[config.mk]
export PLATFORM = sky130hd
export DESIGN_NAME = irq_latch_arb
export DESIGN_NICKNAME = d
export VERILOG_FILES = /design/src/rtl/irq_pkg.sv /design/src/rtl/irq_prio_sel.sv /design/src/rtl/irq_latch_arb.sv
export SDC_FILE = /design/constraint.sdc
export NUM_CORES = 1
export LEC_CHECK = 0
export BUFFER_PORTS_ARGS = -buffer_cell sky130_fd_sc_hd__buf_2
export CAP_MARGIN = 25
export CORE_AREA = 2 2 39 41
export DETAILED_ROUTE_END_ITERATION = 8
export DIE_AREA = 0 0 41 43
export MAX_ROUTING_LAYER = met4
export SETUP_SLACK_MARGIN = 0.05
export SKIP_LAST_GASP = 1
export SLEW_MARGIN = 20
export SYNTH_ARGS = -nofsm -noshare
export SYNTH_HDL_FRONTEND = slang
export SYNTH_HIERARCHICAL = 1
export SYNTH_SLANG_ARGS = --single-unit
[constraint.sdc]
create_clock -name clk -period 2.5 [get_ports clk]
set_input_delay 0.375 -clock clk [delete_from_list [all_inputs] [get_ports clk]]
set_output_delay 0.375 -clock clk [all_outputs]
set_load 0.05 [all_outputs]
[src/rtl/irq_pkg.sv]
// Shared types and sizes for the interrupt latch/arbiter.
// Optional drop counter is enabled by defining IRQ_DROP_CNT_EN.
package irq_pkg;

    localparam int NUM_REQ = 4;
    localparam int CODE_W  = 2;

    typedef enum logic {
        IDLE    = 1'b0,
        PRESENT = 1'b1
    } irq_state_e;

endpackage

[src/rtl/irq_prio_sel.sv]
// Highest-index-wins selector over the masked pending vector.
// Purely combinational; bit 3 has top priority.
module irq_prio_sel
    import irq_pkg::*;
(
    input  logic [NUM_REQ-1:0] in,
    output logic [CODE_W-1:0]  code,
    output logic               any
);

    // Several bits may be set at once, so this is a priority chain.
    always_comb begin
        code = '0;
        any  = 1'b1;
        priority case (1'b1)
            in[3]:   code = 2'd3;
            in[2]:   code = 2'd2;
            in[1]:   code = 2'd1;
            in[0]:   code = 2'd0;
            default: any  = 1'b0;
        endcase
    end

endmodule

[src/rtl/irq_latch_arb.sv]
// Latches request events and presents them one at a time, by priority.
// Define IRQ_DROP_CNT_EN to add the saturating drop_cnt output.
module irq_latch_arb
    import irq_pkg::*;
#(
    parameter int EDGE_MODE = 1
) (
    input  logic               clk,
    input  logic               rst_n,
    input  logic [NUM_REQ-1:0] req,
    input  logic [NUM_REQ-1:0] mask,
    output logic [CODE_W-1:0]  out_code,
    output logic               out_valid,
    input  logic               out_ack,
    output logic [NUM_REQ-1:0] pending
`ifdef IRQ_DROP_CNT_EN
    ,
    output logic [7:0]         drop_cnt
`endif
);

    irq_state_e         state;
    logic [NUM_REQ-1:0] req_q;
    logic [NUM_REQ-1:0] evt;
    logic [NUM_REQ-1:0] clr;
    logic [NUM_REQ-1:0] pending_d;
    logic [NUM_REQ-1:0] masked;
    logic [CODE_W-1:0]  sel_code;
    logic               sel_any;

    assign evt = (EDGE_MODE != 0) ? (req & ~req_q) : req;

    // Only an ack against a live presentation clears anything.
    assign clr = (state == PRESENT && out_ack)
               ? (NUM_REQ'(1) << out_code) : '0;

    // A new event beats the clear of the same bit.
    assign pending_d = (pending & ~clr) | evt;
    assign masked    = pending & mask;

    irq_prio_sel u_sel (
        .in   (masked),
        .code (sel_code),
        .any  (sel_any)
    );

    // Request history and latched pending bits.
    always_ff @(posedge clk or negedge rst_n) begin
        if (!rst_n) begin
            req_q   <= '0;
            pending <= '0;
        end else begin
            req_q   <= req;
            pending <= pending_d;
        end
    end

    // Presentation FSM; code/valid frozen until acked.
    always_ff @(posedge clk or negedge rst_n) begin
        if (!rst_n) begin
            state     <= IDLE;
            out_code  <= '0;
            out_valid <= 1'b0;
        end else begin
            unique case (state)
                IDLE: begin
                    if (sel_any) begin
                        out_code  <= sel_code;
                        out_valid <= 1'b1;
                        state     <= PRESENT;
                    end
                end
                PRESENT: begin
                    if (out_ack) begin
                        out_valid <= 1'b0;
                        state     <= IDLE;
                    end
                end
                default: state <= IDLE;
            endcase
        end
    end

`ifdef IRQ_DROP_CNT_EN
    logic drop_any;

    // An event on a bit that stays pending is lost.
    assign drop_any = |(evt & pending & ~clr);

    // Saturating count of cycles that lost at least one event.
    always_ff @(posedge clk or negedge rst_n) begin
        if (!rst_n) begin
            drop_cnt <= '0;
        end else if (drop_any && drop_cnt != 8'hFF) begin
            drop_cnt <= drop_cnt + 8'd1;
        end
    end
`endif

endmodule

==> results of run 1 <==
==> cell families (layout without fill, tap and decap cells) <==
group,after synthesis,after routing,synth area share
flops,12,12,0.614
simple gates,12,12,0.171
compound gates,7,7,0.115
buf+inv,7,28,0.0537
mux,2,2,0.0460
==> layout by cell type (no fill, tap or decap) <==
| cell | netlist | routed |
|---|---|---|
| a21o_1 | 2 | 2 |
| a22o_1 | 3 | 3 |
| and2_1 | 4 | 4 |
| buf_2 | 0 | 17 |
| clkbuf_4 | 0 | 3 |
| dfrtp_1 | 12 | 12 |
| dlygate4sd3_1 | 0 | 1 |
| inv_1 | 7 | 7 |
| mux2_1 | 2 | 2 |
| nand4_1 | 1 | 1 |
| nand4b_1 | 2 | 2 |
| nor2_1 | 1 | 1 |
| nor2b_2 | 1 | 1 |
| nor4bb_1 | 1 | 1 |
| o22ai_1 | 1 | 1 |
| o2bb2ai_1 | 1 | 1 |
| or2_1 | 1 | 1 |
| or3_1 | 1 | 1 |
==> worst register-to-register path: stages, from the launching register on <==
cell     delay, ps
dfrtp_1        400
and2_1         170
or2_1          240
or3_1          330
nor2b_2        180
mux2_1         330
==> how the worst min path moves through the flow <==
stage            from          end  slack, ps  depth (start not counted)
6_report       req[1]     req_q[1]        230                          1
3_3_place_gp    rst_n   pending[1]        270                          1
4_1_cts        req[1]     req_q[1]        220                          1
2_1_floorplan   rst_n  out_code[0]         80                          0
5_1_grt        req[3]     req_q[3]        220                          1
3_5_place_dp    rst_n   pending[1]        270                          1
==> state kept, by name, summed over array words and instances, names as in the netlist <==
signal / cells
state: 1
out_valid: 1
req_q: 4
pending: 4
out_code: 2
==> per-layer routing <==
layer | part of all wire | GRT usage
met3 | 0.094 | 0.0314
met2 | 0.47 | 0.159
met4 | 0.0045 | 0.100
met1 | 0.44 | 0.177
met5 | 0 | -
==> area by class of cell <==
class,count,area share
Clock buffer,3,0.0359
Timing Repair Buffer,18,0.152
Tap cell,16,0.0319
Inverter,7,0.0419
Sequential cell,12,0.479
Multi-Input combinational cell,21,0.259
==> repair_timing <==
item,in CTS,in global routing
hold buffers,1,0
hold endpoints to repair,12,0
resized for setup,0,0
==> where the power goes <==
| group | switching (mW) | leakage [nW] | internal (mW) | total (mW) |
|---|---|---|---|---|
| clock network | 0.0566 | 0.0138 | 0.0556 | 0.112 |
| registers | 0.0646 | 0.131 | 0.259 | 0.324 |
| logic | 0.263 | 0.171 | 0.119 | 0.382 |
| total | 0.384 | 0.315 | 0.434 | 0.818 |
==> results.json, run 1 <==
{
  "rrSetupSlack_ps": 750,
  "drt_iter0_markers": 5,
  "synth_enable_flop_cells": 0,
  "cp_top_family": "simple AND/OR/NAND/NOR gates",
  "setup_slack_ps": 755,
  "io_pins": 18,
  "synth_most_common_cell": "dfrtp_1",
  "place_area_um2": 594,
  "die_h_um": 43,
  "rows": 14,
  "finalSetupViolCount": 0,
  "synth_area_leaders": "dfrtp_1 (61%), inv_1 (5.4%), a22o_1 (5.4%)",
  "antenna_left": 0,
  "worstPathRequired_ps": 2650,
  "cp_max_fo": 3,
  "dp_hpwl_um": 687,
  "max_stage_delay_ps": 400,
  "drive_above_1_share": 0.344,
  "ys_seq_area_frac": 0.614,
  "crit_type": "flip-flop to flip-flop",
  "cts_num_sinks": 12,
  "drv_cap": 0,
  "seqCellArea_um2": 300,
  "fillCellCount": 134,
  "io_buffers": 17,
  "fmax_ghz": 0.573,
  "yosys_register_bits": 12,
  "crit_arrival_ps": 1890,
  "area_growth_pct": 28.1,
  "async_reset_ff_frac": 1.00,
  "initial_core_util": 0.354,
  "critPathLaunch": "pending[2]",
  "ff2ff_path_depth": 5,
  "yosysWarnings": 6,
  "pre_cts_ws_ps": 695,
  "grt-ovfl-total": 0,
  "hp-class": "input port to flip-flop",
  "crit_buf_inv": 0,
  "skew_ps": 9.18,
  "dp.cells": 73,
  "gp_congestion": 0.807,
  "ys_top_cells_by_count": "dfrtp_1 (12), inv_1 (7), and2_1 (4), a22o_1 (3)",
  "crit_chain": "and2_1 -> or2_1 -> or3_1 -> nor2b_2 -> mux2_1",
  "fin_tns_setup_ps": 0,
  "finalCritPeriodShare": 0.698,
  "r2r_end": "out_code[1]",
  "cp_num_cells": 5,
  "clkSlewWorstSetupHoldPaths_ps": 70,
  "die_area_um2": 1760,
  "maxSlewViolCount": 0,
  "antenna_found_initial": 0,
  "stdcell_area_um2": 627,
  "fin_total_pwr_uw": 818,
  "finalHoldViolations": 0,
  "whs_ps": 226,
  "nets": 74,
  "status": "finished, final reports clean",
  "synthCells": 40,
  "r2r_start": "pending[2]",
  "final_core_util": 0.453,
  "cts_max_level": 1,
  "rsz0062_at_grt": "no",
  "synth_top_area_cell": "dfrtp_1",
  "syn-cell-area_um2": 489,
  "worst_pin_slew_ps": 279,
  "viasPerCell": 4.71,
  "cts_buffer_depth": 2,
  "synth_fp_nets": 51,
  "dr_total_vias": 363,
  "dominantRegCellSynth": "dfrtp_1",
  "die_x_um": 41,
  "grt_max_degree": 13,
  "cts_tree": "done",
  "slew_headroom": 0.812,
  "multi_input_area_um2": 163,
  "instances_no_fill": 77,
  "cp-end-kind": "flip-flop",
  "endpoint": "out_code[1]",
  "startpoint_type": "flip-flop",
  "drt-wirelength-per-cell_um": 11.5,
  "avgSynthCellArea_um2": 12.2,
  "drt_wl_total_um": 887,
  "n_antenna_cell": 0,
  "p_leak_nw": 0.315,
  "crit_path_top_delay_cell": "dfrtp_1",
  "dr.pass1.iters": 4,
  "period_needed_ps": 1750,
  "drc_errors": 0,
  "irDropWorstVdd_mv": 0.501,
  "postCtsSetupBuffers": 0,
  "ys_types": 15,
  "grt_pass1_vias": 328,
  "grt_pass1_wl_mm": 1.42,
  "cts_buffers": 3,
  "post-synth-top-area-fraction": 0.614,
  "coreArea_um2": 1380,
  "cts-root-buf": "clkbuf_4",
  "insertion_delay_ps": 270,
  "powerDensity_nw_per_um2": 1310,
  "track_usage": 0.130
}
No activity file was read; power rests on OpenSTA's default activity.
==> run 2, diff against run 1 <==
- clock period: 2.5 -> 1.7 ns (I/O delays scaled with it)
==> results.json, run 2 (synthesized netlist as in run 1, its figures left out) <==
{
  "status": "finished, final reports clean",
  "reg_top3": "pending: 4 flops, req_q: 4 flops, out_code: 2 flops",
  "grt_pass1_wl_mm": 1.59,
  "grt_pass1_vias": 379,
  "r2r_start": "pending[3]",
  "dr_total_vias": 387,
  "rsz0062_at_grt": "yes",
  "worstPathRequired_ps": 1860,
  "cp-end-kind": "flip-flop",
  "p_leak_nw": 0.356,
  "startpoint_type": "flip-flop",
  "die_area_um2": 1760,
  "final_cell_mix": "buf_2 (17), dfrtp_1 (10), inv_1 (7)",
  "grt_max_degree": 13,
  "pwr-share-clk": 0.167,
  "ff2ff_path_depth": 5,
  "crit_arrival_ps": 1850,
  "irDropWorstVdd_mv": 0.741,
  "cts_tree": "done",
  "clkSlewWorstSetupHoldPaths_ps": 80,
  "area_growth_pct": 40.7,
  "critPathLaunch": "pending[3]",
  "nets": 77,
  "die_x_um": 41,
  "drt_iter0_markers": 4,
  "initial_core_util": 0.354,
  "whs_ps": 91.4,
  "antenna_found_initial": 0,
  "grt-ovfl-total": 0,
  "die_h_um": 43,
  "drc_errors": 0,
  "cts_buffers": 3,
  "coreArea_um2": 1380,
  "viasPerCell": 4.78,
  "maxSlewViolCount": 0,
  "skew_ps": 6.23,
  "cts_max_level": 1,
  "slew_headroom": 0.819,
  "crit_type": "flip-flop to flip-flop",
  "pre_cts_ws_ps": 16.1,
  "fmax_ghz": 0.591,
  "finalSetupViolCount": 0,
  "finalHoldViolations": 0,
  "period_needed_ps": 1690,
  "seqCellArea_um2": 303,
  "final_common_cell": "buf_2",
  "track_usage": 0.144,
  "powerDensity_nw_per_um2": 2010,
  "n_antenna_cell": 0,
  "fillCellCount": 137,
  "io_pins": 18,
  "finalCritPeriodShare": 0.996,
  "rows": 14,
  "p_sw_frac": 0.441,
  "cp_max_fo": 3,
  "cts_buffer_depth": 2,
  "p_switching_uw": 611,
  "drv_cap": 0,
  "drive_above_1_share": 0.492,
  "insertion_delay_ps": 280,
  "p_int_uw": 774,
  "dp_hpwl_um": 705,
  "drt-wirelength-per-cell_um": 12.3,
  "setup_slack_ps": 7.63,
  "rrSetupSlack_ps": 8,
  "dr.pass1.iters": 2,
  "antenna_left": 0,
  "p_comb_frac": 0.482,
  "r2r_end": "out_code[1]",
  "worst_pin_slew_ps": 267,
  "cts-root-buf": "clkbuf_4",
  "hp-class": "input port to flip-flop",
  "power_frac_seq": 0.350,
  "gp_congestion": 0.805,
  "io_buffers": 17,
  "cts_num_sinks": 12,
  "multi_input_area_um2": 185,
  "drt_wl_total_um": 993,
  "endpoint": "out_code[1]"
}
[run 2: stage by stage]
step	power [mW]	setup TNS, ps	instance area [um2]	util	std cells
finish	1.39	0	688	0.497	81
detailed placement	1.09	0	612	0.442	74
CTS	1.35	0	676	0.488	81
global route	1.47	-57.8	688	0.497	81
floorplan	0.923	-148	499	-	40
global placement	1.08	0	612	0.442	74
[run 2: worst min-delay path by stage]
stage | cells after the start | start | to | slack (ps)
final | 1 | req[0] | req_q[0] | 90
after global routing | 1 | req[1] | req_q[1] | 80
after CTS | 1 | req[3] | req_q[3] | 90
after detailed placement | 1 | rst_n | pending[1] | 140
after global placement | 1 | rst_n | pending[1] | 150
after floorplan | 0 | rst_n | out_code[0] | -40
[run 2: critical path, stage by stage (launching register included)]
cell and delay (ps):
dfrtp_2 410, and2_4 140, or2_1 240, or3_4 340, nor2b_4 150, mux2_4 300
[run 2: timing repair]
item / in CTS / in global routing
hold buffers: 1 / 0
endpoints found under the hold margin: 12 / 0
setup buffers: 2 / 0
resized for setup: 1 / 3
pin swaps: 0 / 1
endpoints found under the setup margin: 2 / 2
[run 2: per-layer routing]
metal,part of all wire,up-vias,GRT usage
li1,-,185,-
met1,0.47,186,0.182
met2,0.45,12,0.188
met3,0.061,4,0.0471
met4,0.023,0,0.100
met5,0,-,-
[run 2: area by class of cell]
class | count | share of cell area
flip-flops and latches | 12 | 0.440
inverters | 7 | 0.0382
well taps | 16 | 0.0291
repair buffers | 21 | 0.171
clock buffers | 4 | 0.0527
multi-input cells | 21 | 0.269
[run 2: power groups by stage]
stage                     Sequential (mW)  Clock (mW)  Combinational [mW]
final                               0.486       0.231               0.668
after global routing                0.505       0.251               0.718
after CTS                           0.484       0.237               0.632
after detailed placement            0.491           0               0.596
after global placement              0.486           0               0.597
after floorplan                     0.752           0               0.171
